## src/rtl/cic_decimator.sv

```systemverilog
// PDM-to-PCM decimator: ORDER-stage CIC (differential delay 1), one PDM bit in per clk,
// one WIDTH-bit two's-complement sample out every DECIM clocks. Define CIC_UNIPOLAR_EN for 0/+1 input mapping.
module cic_decimator #(
    parameter int ORDER = 4,
    parameter int DECIM = 32,
    parameter int WIDTH = 24
) (
    input  logic             clk,
    input  logic             reset,
    input  logic             din,
    output logic [WIDTH-1:0] val
);

    localparam int CW = (DECIM > 1) ? $clog2(DECIM) : 1;

    logic [CW-1:0]    cnt_q, cnt_d;
    logic [WIDTH-1:0] integ_q [ORDER];
    logic [WIDTH-1:0] integ_d [ORDER];
    logic [WIDTH-1:0] dly_q   [ORDER];
    logic [WIDTH-1:0] dly_d   [ORDER];
    logic [WIDTH-1:0] val_q, val_d;
    logic [WIDTH-1:0] x;
    logic             dump;

    always_comb begin
`ifdef CIC_UNIPOLAR_EN
        x = {{(WIDTH-1){1'b0}}, din};
`else
        x = din ? {{(WIDTH-1){1'b0}}, 1'b1} : {WIDTH{1'b1}};
`endif
    end

    // Integrator chain: each stage adds the registered value of the stage before it.
    always_comb begin
        integ_d[0] = integ_q[0] + x;
        for (int k = 1; k < ORDER; k++) begin
            integ_d[k] = integ_q[k] + integ_q[k-1];
        end
    end

    // DECIM is a power of two, so the counter wraps by plain overflow.
    always_comb begin
        dump  = (cnt_q == CW'(DECIM - 1));
        cnt_d = cnt_q + CW'(1);
    end

    always_comb begin
        logic [WIDTH-1:0] acc;
        acc   = integ_q[ORDER-1];
        val_d = val_q;
        for (int k = 0; k < ORDER; k++) begin
            dly_d[k] = dly_q[k];
        end
        if (dump) begin
            for (int k = 0; k < ORDER; k++) begin
                dly_d[k] = acc;
                acc      = acc - dly_q[k];
            end
            val_d = acc;
        end
    end

    always_ff @(posedge clk or posedge reset) begin
        if (reset) begin
            cnt_q <= '0;
            val_q <= '0;
            for (int k = 0; k < ORDER; k++) begin
                integ_q[k] <= '0;
                dly_q[k]   <= '0;
            end
        end else begin
            cnt_q <= cnt_d;
            val_q <= val_d;
            for (int k = 0; k < ORDER; k++) begin
                integ_q[k] <= integ_d[k];
                dly_q[k]   <= dly_d[k];
            end
        end
    end

    assign val = val_q;

endmodule

```

## config.mk

```make
export PLATFORM = sky130hd
export DESIGN_NAME = cic_decimator
export DESIGN_NICKNAME = d
export VERILOG_FILES = /design/src/rtl/cic_decimator.sv
export SDC_FILE = /design/constraint.sdc
export NUM_CORES = 1
export LEC_CHECK = 0
export ABC_AREA = 1
export BUFFER_PORTS_ARGS = -buffer_cell sky130_fd_sc_hd__buf_2
export CORE_MARGIN = 8
export CORE_UTILIZATION = 55
export CTS_BUF_LIST = sky130_fd_sc_hd__clkbuf_8
export DETAILED_ROUTE_END_ITERATION = 8
export HOLD_SLACK_MARGIN = 0.02
export PLACE_DENSITY = 0.69
export REMOVE_ABC_BUFFERS = 1
export SYNTH_ARGS = -nofsm -noshare
export SYNTH_HDL_FRONTEND = slang
export SYNTH_SLANG_ARGS = --single-unit
```

## constraint.sdc

```tcl
create_clock -name clk -period 12.1 [get_ports clk]
set_input_delay 0.605 -clock clk [delete_from_list [all_inputs] [get_ports clk]]
set_output_delay 0.605 -clock clk [all_outputs]
set_load 0.02 [all_outputs]
```

Yosys cells after proc, flatten, opt, wreduce, memory -nomap -nowiden
Cells that the tools add are included.
- bits in registers: 221
- input port bits: 3
- output and inout bits: 24
- word-level logic and storage cells: 21
- add/subtract/negate cells: 9
- equality and inequality tests: 1
- muxes and demuxes: 1
- operators with widths (kind ; number):
    adder 24 bit ; 4
    subtractor 24 bit ; 4
    2-to-1 mux 24 bit ; 1
    adder 5 x 1 -> 5 bit (second input constant) ; 1
    equality test 5 bit (second input constant) ; 1

Depth between registers and ports, before layout
Gate-level depths: netlist of run 1.
- word-level depth: 4
- depth in mapped cells: 40
- mapped depth without buffers: 40

Worst setup path before layout of run 1
Ideal clock, no wire load.
- path type: reg-to-reg
- from: register integ_q[0] (netlist name)
- to: register val_q[23], in the netlist val[23]
- setup time: 0.117 ns
- data arrival time: 5.596 ns
- required time: 11.983 ns
- setup slack: 6.387 ns
- stages on the path, launching flop included: 38
- path buffers: 0
- clock period less this slack: 5.713 ns
- cell sequence: dfrtp_1 inv_1 ha_1 fa_1 o21ai_2 nand2_1 nand2_1 a21boi_2 o21ai_2 xor2_1 ha_1 a21oi_1 o21a_1 a21boi_4 o21bai_4 a21oi_2 o21ai_2 xor2_1 [... 2 more ...] nor4_1 nand4_1 nand3_1 nand3_1 nand2_1 nand2_1 nand2_1 inv_1 ha_1 nand2_1 nor2_1 a221oi_1 o211ai_1 or2_2 nand2_1 nand3_1 nand3_1 nand2_1
- cells in the longest elaborated chain, start to end: 4
- ends and longest elaborated chain (what ; line ; RTL):
    from (decl) ; 17 ; logic [WIDTH-1:0] integ_q [ORDER];
    from (signal, indexed assignment) ; 75 ; integ_q[k] <= integ_d[k];
    subtractor 24 bit (4 in a row) ; 57 ; acc = acc - dly_q[k];
    to (signal assigned) ; 73 ; val_q <= val_d;
    to (decl) ; 21 ; logic [WIDTH-1:0] val_q, val_d;
No other way between the ends.
A chain may end at the register's enable or synchronous reset.

Worst setup path after layout of run 1
Ends and elaborated chain as after synthesis.

==> flow_summary.toml, run 1 <==
[run_status]
status = "complete, no violations"

[detailed_routing]
viasPerCell = 5.32
ant_nets = 0
drc_errors = 0
wl_per_cell_um = 13.6
routed_wl_mm = 32.9
first_pass_iters = 5
drt_iter0_drc = 660
vias = 12900

[global_route]
grt_pass1_vias = 13072
grt_overflow = 0
grt_start_max_net_pins = 97
grt_antenna_before_repair = 0
grt_usage_pct = 19.6
grt_pass1_wl_mm = 56.7

[floorplanning]
die_area_sq_um = 34700
fp.dieH_um = 186
rows = 62
ioPinCount = 27
start_util_pct = 55.7
die_w_um = 186
core_sq_um = 28600

[sta]
finClkSkew_ns = 0.0183
fin_crit_sh_pct = 52.9
setup_viol = 0
final.min_clock_period_ns = 6.40
tns_ns = 0
drv_slew = 0
worst_pin_slew_ns = 0.890
relSlewSlack_pct = 40.6
hold_violations = 0
max_freq_mhz = 156
fin_ws_ns = 5.70
rsz0062_at_grt = "false"

[finish]
layout-drive-gt1-share_pct = 8.33
area.growth.synth_to_final_pct = 8.74
antenna_cells = 0
most-common-layout-cells = "nand2_1, inv_1, dfrtp_1"
final_cell_count_no_fill = 2424
fill_cells = 2561
final_nets = 2204
mostFrequentLayoutCell = "nand2_1"

[yosys]
syn_area_per_cell_sq_um = 8.13
synth_cell_type_count = 57
ys_seq_area_share_pct = 34.7
synthFlopType = "dfrtp_1"
async_reset_ff_share_pct = 100
yosys-top-cells-area = "dfrtp_1, ha_1, nand2_1, xor2_1, a21oi_1"
synth_seq_cells = 221
ys_warn_count = 0
yosys.area.top_type = "dfrtp_1"
yosys.area.top_type_share_pct = 34.7
syn_inst = 1961
synth.cell_area_sq_um = 15900
synth_enable_flop_cells = 0

[critical_path]
worstPathArrival_ns = 6.81
critPathRequiredTime_ns = 12.52
r2r-start = "integ_q[0]"
end_kind = "flop"
critPathMostFrequentCell = "nand2_1"
cp_max_fo = 5
start_kind = "flop"
path_class = "reg2reg"
crit_start = "integ_q[0]"
max_stage_delay_ns = 0.46
worst_path_max_delay_cell = "fa_1"

[clock_tree]
clk_pin_slew_worst_paths_ns = 0.06
cts_resized = 0
htreeDepth = 2
cts-root-buf = "clkbuf_8"
cts_sinks = 221
postCtsHoldBufs = 0
cts_tree = "built"
cts_setup_buffers = 0
cts_buffer_depth = 3
clk_latency_ns = 0.54
numCtsBuffers = 42

[placement]
dp_hpwl_mm = 25.2
io_buffers = 26
pre_cts_ws_ns = 5.71
gp_congestion = 0.875
placed_cells = 2348

[run]
cap_violations = 0

[min_path]
hold_path_class = "in2async"
[registers in the layout (all words and copies together) (netlist names)]
| name | cells |
|---|---|
| cnt_q | 5 |
| dly_q | 96 |
| integ_q | 96 |
| val | 24 |
[synthesized netlist by cell type (2+ instances only)]
cell type / count
clkbuf_8: 3
o211ai_1: 10
clkbuf_1: 19
a211oi_1: 5
o221ai_1: 2
ha_1: 185
o21ai_0: 157
nor2_2: 5
fa_1: 8
a21boi_2: 4
a21oi_1: 175
o21bai_2: 2
o21ai_2: 13
a21oi_2: 10
dfrtp_1: 221
a31o_2: 3
nand2_2: 12
buf_1: 3
xnor2_1: 55
xor2_2: 2
nor3_1: 12
nand4_1: 17
o31ai_1: 2
nand2_1: 435
nor4_1: 10
inv_2: 2
and2_1: 2
xor2_1: 108
inv_1: 220
nand3_1: 82
a21o_1: 11
nor2_4: 2
nand3_2: 5
o21a_1: 5
a31oi_1: 13
or2_2: 7
nor2_1: 84
o21bai_1: 6
nor4_2: 3
o21ai_1: 24
[worst max-delay path: cells and delay by family (launching register included)]
family	cells	cell delay (ns)
fa+ha+maj	5	1.67
xor+xnor	2	0.38
simple gates	17	1.99
buf+inv	2	0.11
compound gates	11	1.77
flops	1	0.36
[final cells by class]
type / count / area, sq um / area share (%)
clock inverter: 19 / 83.8 / 0.484
tap: 384 / 480 / 2.77
inverter: 222 / 841 / 4.85
timing repair buffer: 29 / 153 / 0.881
sequential: 221 / 5530 / 31.9
clock buffer: 57 / 785 / 4.53
multi-input combinational: 1492 / 9460 / 54.6
[per-layer routing]
metal	vias up	GRT usage, %	wire length [um]
met2	196	38.0	16900
li1	6690	-	-
met1	5926	20.6	13500
met5	-	0	0
met4	0	9.05	1490
met3	88	2.51	1010
[metrics by stage]
| step | cell area (sq um) | util [%] | hold WS, ns |
|---|---|---|---|
| floorplan | 15800 | - | 0.421 |
| global placement | 16500 | 57.5 | 0.438 |
| detailed placement | 16500 | 57.5 | 0.450 |
| finish | 17300 | 60.5 | 0.183 |
| CTS | 17300 | 60.5 | 0.189 |
| global route | 17300 | 60.5 | 0.223 |
[cells by family (layout without fill, tap and decap cells)]
logic type                 after synthesis  after routing  share of synthesized area [%]
and+or+nand+nor                        681            681                           18.2
AOI/OAI and AO/OA                      452            452                           16.2
buffers and inverters                  248            327                           6.04
DFF                                    221            221                           34.7
adders and majority gates              193            193                           15.5
xor gates and xnor gates               166            166                           9.27
[final timing paths]
path	to	slack, ns	cells past startpoint
hold / removal	integ_q[2]	0.18	2
setup / recovery	val[23]	5.70	37
min in group clk	integ_q[95]	0.38	3
max in group asynchronous	integ_q[32]	10.61	3
setup reg to reg	val[23]	5.70	37
hold reg to reg	cnt_q[0]	0.45	1
Power of run 1 is not shown: default switching activity piles up to over one toggle a cycle in this logic, so the estimate is an artifact.
==> run 2: changes to the inputs <==
==> constraint.sdc (replaced) <==
create_clock -name clk -period 6.5 [get_ports clk]
set_input_delay 0.325 -clock clk [delete_from_list [all_inputs] [get_ports clk]]
set_output_delay 0.325 -clock clk [all_outputs]
set_load 0.02 [all_outputs]
==> flow_summary.toml, run 2 (same netlist as run 1, synthesis figures left out) <==
[detailed_routing]
drt_iter0_drc = 627
met3_length_mm = 1.10
wl_met1_mm = 13.5
top_layer = "met4"
drc_errors = 0
wl_per_cell_um = 13.6
viasPerCell = 5.31
first_pass_iters = 6
ant_nets = 0
routed_wl_mm = 33.0
vias = 12909
wl_met2_mm = 17.0

[critical_path]
worst_path_max_delay_cell = "fa_2"
crit_start = "integ_q[0]"
critPathRequiredTime_ns = 6.95
r2r_end = "val[21]"
endpoint = "val[21]"
r2r_cells = 32
cp_max_fo = 5
max_stage_delay_ns = 0.40
start_kind = "flop"
path_class = "reg2reg"
end_kind = "flop"
critPathMostFrequentCell = "nand2_1"
r2r-start = "integ_q[0]"
worstPathArrival_ns = 6.40
r2r_slack_ns = 0.55

[clock_tree]
cts_sinks = 221
cts_buffer_depth = 3
clk_latency_ns = 0.54
clk_pin_slew_worst_paths_ns = 0.06
cts-root-buf = "clkbuf_8"
numCtsBuffers = 42
htreeDepth = 2
cts_tree = "built"

[sta]
max_freq_mhz = 168
fin_crit_sh_pct = 91.5
finClkSkew_ns = 0.0130
final.min_clock_period_ns = 5.95
relSlewSlack_pct = 40.6
drv_slew = 0
fin_ws_ns = 0.552
worst_pin_slew_ns = 0.890
setup_viol = 0
hold_violations = 0

[finish]
most-common-layout-cells = "nand2_1, inv_1, dfrtp_1"
area.growth.synth_to_final_pct = 9.17
final_nets = 2215
fill_cells = 2545
antenna_cells = 0
mostFrequentLayoutCell = "nand2_1"
layout-drive-gt1-share_pct = 9.19

[placement]
io_buffers = 26
gp_congestion = 0.889
dp_hpwl_mm = 25.2
pre_cts_ws_ns = 0.146

[global_route]
grt_overflow = 0
grt_pass1_vias = 13361
grt_usage_pct = 19.8
grt_pass1_wl_mm = 57.3
grt_antenna_before_repair = 0
grt_start_max_net_pins = 98

[floorplanning]
start_util_pct = 55.7
ioPinCount = 27
die_w_um = 186
rows = 62
core_sq_um = 28600
fp.dieH_um = 186
die_area_sq_um = 34700

[min_path]
hp-start = "din"
hold_path_class = "in2reg"

[run_status]
status = "complete, no violations"

[run]
cap_violations = 0
run 2: cell count changes in the layout (fill, tap and decap cells not counted), moves of 2 or more:
cell	delta
xor2_2	+2
nand2_1	-5
a21oi_1	-3
inv_1	+4
clkinv_2	+2
buf_4	+10
nand2_2	+5
a21oi_2	+2
clkbuf_8	-11
xor2_1	-2
run 2: repair_timing:
action,in CTS,in global routing
endpoints found under the setup margin,0,2
resized for setup,0,22
hold buffers,1,0
buffers inserted,0,9
hold endpoints to repair,95,0
run 2: how the worst min path moves through the flow:
stage	endpoint	slack (ns)	depth (start not counted)
after floorplan	cnt_q[0]	0.42	1
after global placement	cnt_q[0]	0.44	1
after detailed placement	cnt_q[0]	0.45	1
after CTS	integ_q[95]	0.06	3
after global routing	integ_q[95]	0.09	3
final	integ_q[95]	0.11	3
run 2: critical path: cells and delay by family (launching register included):
| kind | cells | cell delay [ns] |
|---|---|---|
| fa+ha+maj | 5 | 1.62 |
| compound gates | 9 | 1.61 |
| flops | 1 | 0.34 |
| xor+xnor | 3 | 0.52 |
| buf+inv | 3 | 0.27 |
| simple gates | 12 | 1.49 |
run 2: per-layer routing:
layer	global-route usage, %	up-vias
met4	9.24	0
met3	2.82	81
met5	0	-
met1	20.5	5932
li1	-	6699
met2	38.6	197
run 2: metrics by stage:
step / TNS [ns] / area [sq um] / hold slack, ns / util, % / cells
after floorplan: 0 / 15800 / 0.421 / - / 1935
after global routing: -0.0158 / 17400 / 0.0905 / 60.8 / 2430
after CTS: 0 / 17200 / 0.0592 / 60.1 / 2421
final: 0 / 17400 / 0.109 / 60.8 / 2430
after global placement: 0 / 16500 / 0.438 / 57.5 / 2349
after detailed placement: 0 / 16500 / 0.450 / 57.5 / 2349
run 2: area by class of cell:
class	instances	area [sq um]	share of cell area (%)
inverter	222	841	4.83
clock inverter	25	105	0.604
multi-input combinational	1492	9570	55.0
sequential	221	5530	31.8
clock buffer	46	633	3.64
timing repair buffer	40	238	1.37
tap	384	480	2.76
Power of run 2 is left out for the same reason.
==> run 3: changes to the inputs <==
--- a/config.mk
+++ b/config.mk
@@ -11,6 +11,7 @@
 export CORE_UTILIZATION = 55
 export CTS_BUF_LIST = sky130_fd_sc_hd__clkbuf_8
 export DETAILED_ROUTE_END_ITERATION = 8
+export GPL_TIMING_DRIVEN = 0
 export HOLD_SLACK_MARGIN = 0.02
 export PLACE_DENSITY = 0.69
 export REMOVE_ABC_BUFFERS = 1
==> flow_summary.toml, run 3 (same netlist as run 1, synthesis figures left out) <==
[run_status]
status = "complete, no violations"

[finish]
most-common-layout-cells = "nand2_1, inv_1, dfrtp_1"
layout-drive-gt1-share_pct = 10.3
final_nets = 2217
antenna_cells = 0
area.growth.synth_to_final_pct = 10.6
mostFrequentLayoutCell = "nand2_1"
utilization_pct = 61.5
fill_cells = 2542

[detailed_routing]
met3_length_um = 992
wl_met2_mm = 17.0
viasPerCell = 5.34
routed_wl_mm = 32.5
drt_iter0_drc = 635
wl_per_cell_um = 13.3
top_layer = "met4"
drc_errors = 0
vias = 13003
wl_met1_mm = 13.3
first_pass_iters = 7
ant_nets = 0

[floorplanning]
start_util_pct = 55.7
rows = 62
fp.dieH_um = 186
die_w_um = 186
core_sq_um = 28600
die_area_sq_um = 34700
ioPinCount = 27

[critical_path]
critPathTopFamily = "compound AO/OA/AOI/OAI gates"
max_stage_delay_ns = 0.39
critPathMostFrequentCell = "nand2_1"
start_kind = "flop"
critPathRequiredTime_ns = 6.93
cp_max_fo = 5
worst_path_max_delay_cell = "fa_2"
worstPathArrival_ns = 6.55
end_kind = "flop"
path_class = "reg2reg"
cp_num_buf_inv = 3

[clock_tree]
htreeDepth = 2
cts-root-buf = "clkbuf_8"
cts_buffer_depth = 3
cts_tree = "built"
numCtsBuffers = 40
clk_latency_ns = 0.55
cts_sinks = 221
clk_pin_slew_worst_paths_ns = 0.06

[sta]
hold_slack_ns = 0.121
finClkSkew_ns = 0.0186
hold_violations = 0
setup_viol = 0
fin_crit_sh_pct = 94.2
relSlewSlack_pct = 41.2
final.min_clock_period_ns = 6.12
drv_slew = 0
max_freq_mhz = 163
worst_pin_slew_ns = 0.882

[global_route]
grt_antenna_before_repair = 0
grt_start_max_net_pins = 116
grt_pass1_wl_mm = 55.8
grt_pass1_vias = 13042
grt_overflow = 0
grt_usage_pct = 19.1

[placement]
io_buffers = 26
gp_congestion = 0.945
dp_hpwl_mm = 24.4

[min_path]
hold_path_class = "in2reg"

[run]
cap_violations = 0
==> run 3: repair_timing <==
item / CTS / global route
pin swaps: 4 / 22
buffers inserted: 1 / 14
cloned: 0 / 0
resized for setup: 4 / 35
hold buffers: 1 / 0
setup endpoints to repair: 1 / 4
endpoints found under the hold margin: 114 / 0
==> run 3: area by class of cell <==
class | count | area (sq um) | area share [%]
multi-input combinational | 1492 | 9660 | 54.8
sequential | 221 | 5530 | 31.4
inverter | 222 | 841 | 4.77
clock buffer | 52 | 716 | 4.06
tap | 384 | 480 | 2.73
timing repair buffer | 44 | 308 | 1.75
clock inverter | 19 | 81.3 | 0.462
==> run 3: tightest hold or removal path: stages <==
cell and delay (ns):
buf_2 0.09, xnor2_1 0.12, xor2_1 0.07
==> run 3: stage by stage <==
| step | worst slack (ns) | TNS (ns) | instances | area (sq um) |
|---|---|---|---|---|
| CTS | 0.0101 | 0 | 2420 | 17300 |
| global placement | -2.28 | -554.59 | 2345 | 16400 |
| detailed placement | -0.399 | -0.399 | 2347 | 16500 |
| floorplan | 0.126 | 0 | 1935 | 15800 |
| global route | -0.0418 | -0.0418 | 2434 | 17600 |
| finish | 0.378 | 0 | 2434 | 17600 |
==> run 3: final timing paths <==
kind                             from     endpoint  slack (ns)  cells past startpoint
setup / recovery           integ_q[0]      val[23]        0.38                     39
hold / removal                    din  integ_q[95]        0.12                      3
setup reg to reg           integ_q[0]      val[23]        0.38                     39
hold reg to reg              cnt_q[0]     cnt_q[0]        0.46                      1
max in group asynchronous       reset    dly_q[11]        5.04                      4
min in group asynchronous       reset  integ_q[48]        0.49                      3
==> run 3: routing by layer <==
metal / GRT usage [%] / vias to the layer above
met5: 0 / -
met4: 7.78 / 0
met3: 2.70 / 92
met2: 36.9 / 201
met1: 20.6 / 6001
li1: - / 6709
Power of run 3 is left out for the same reason.
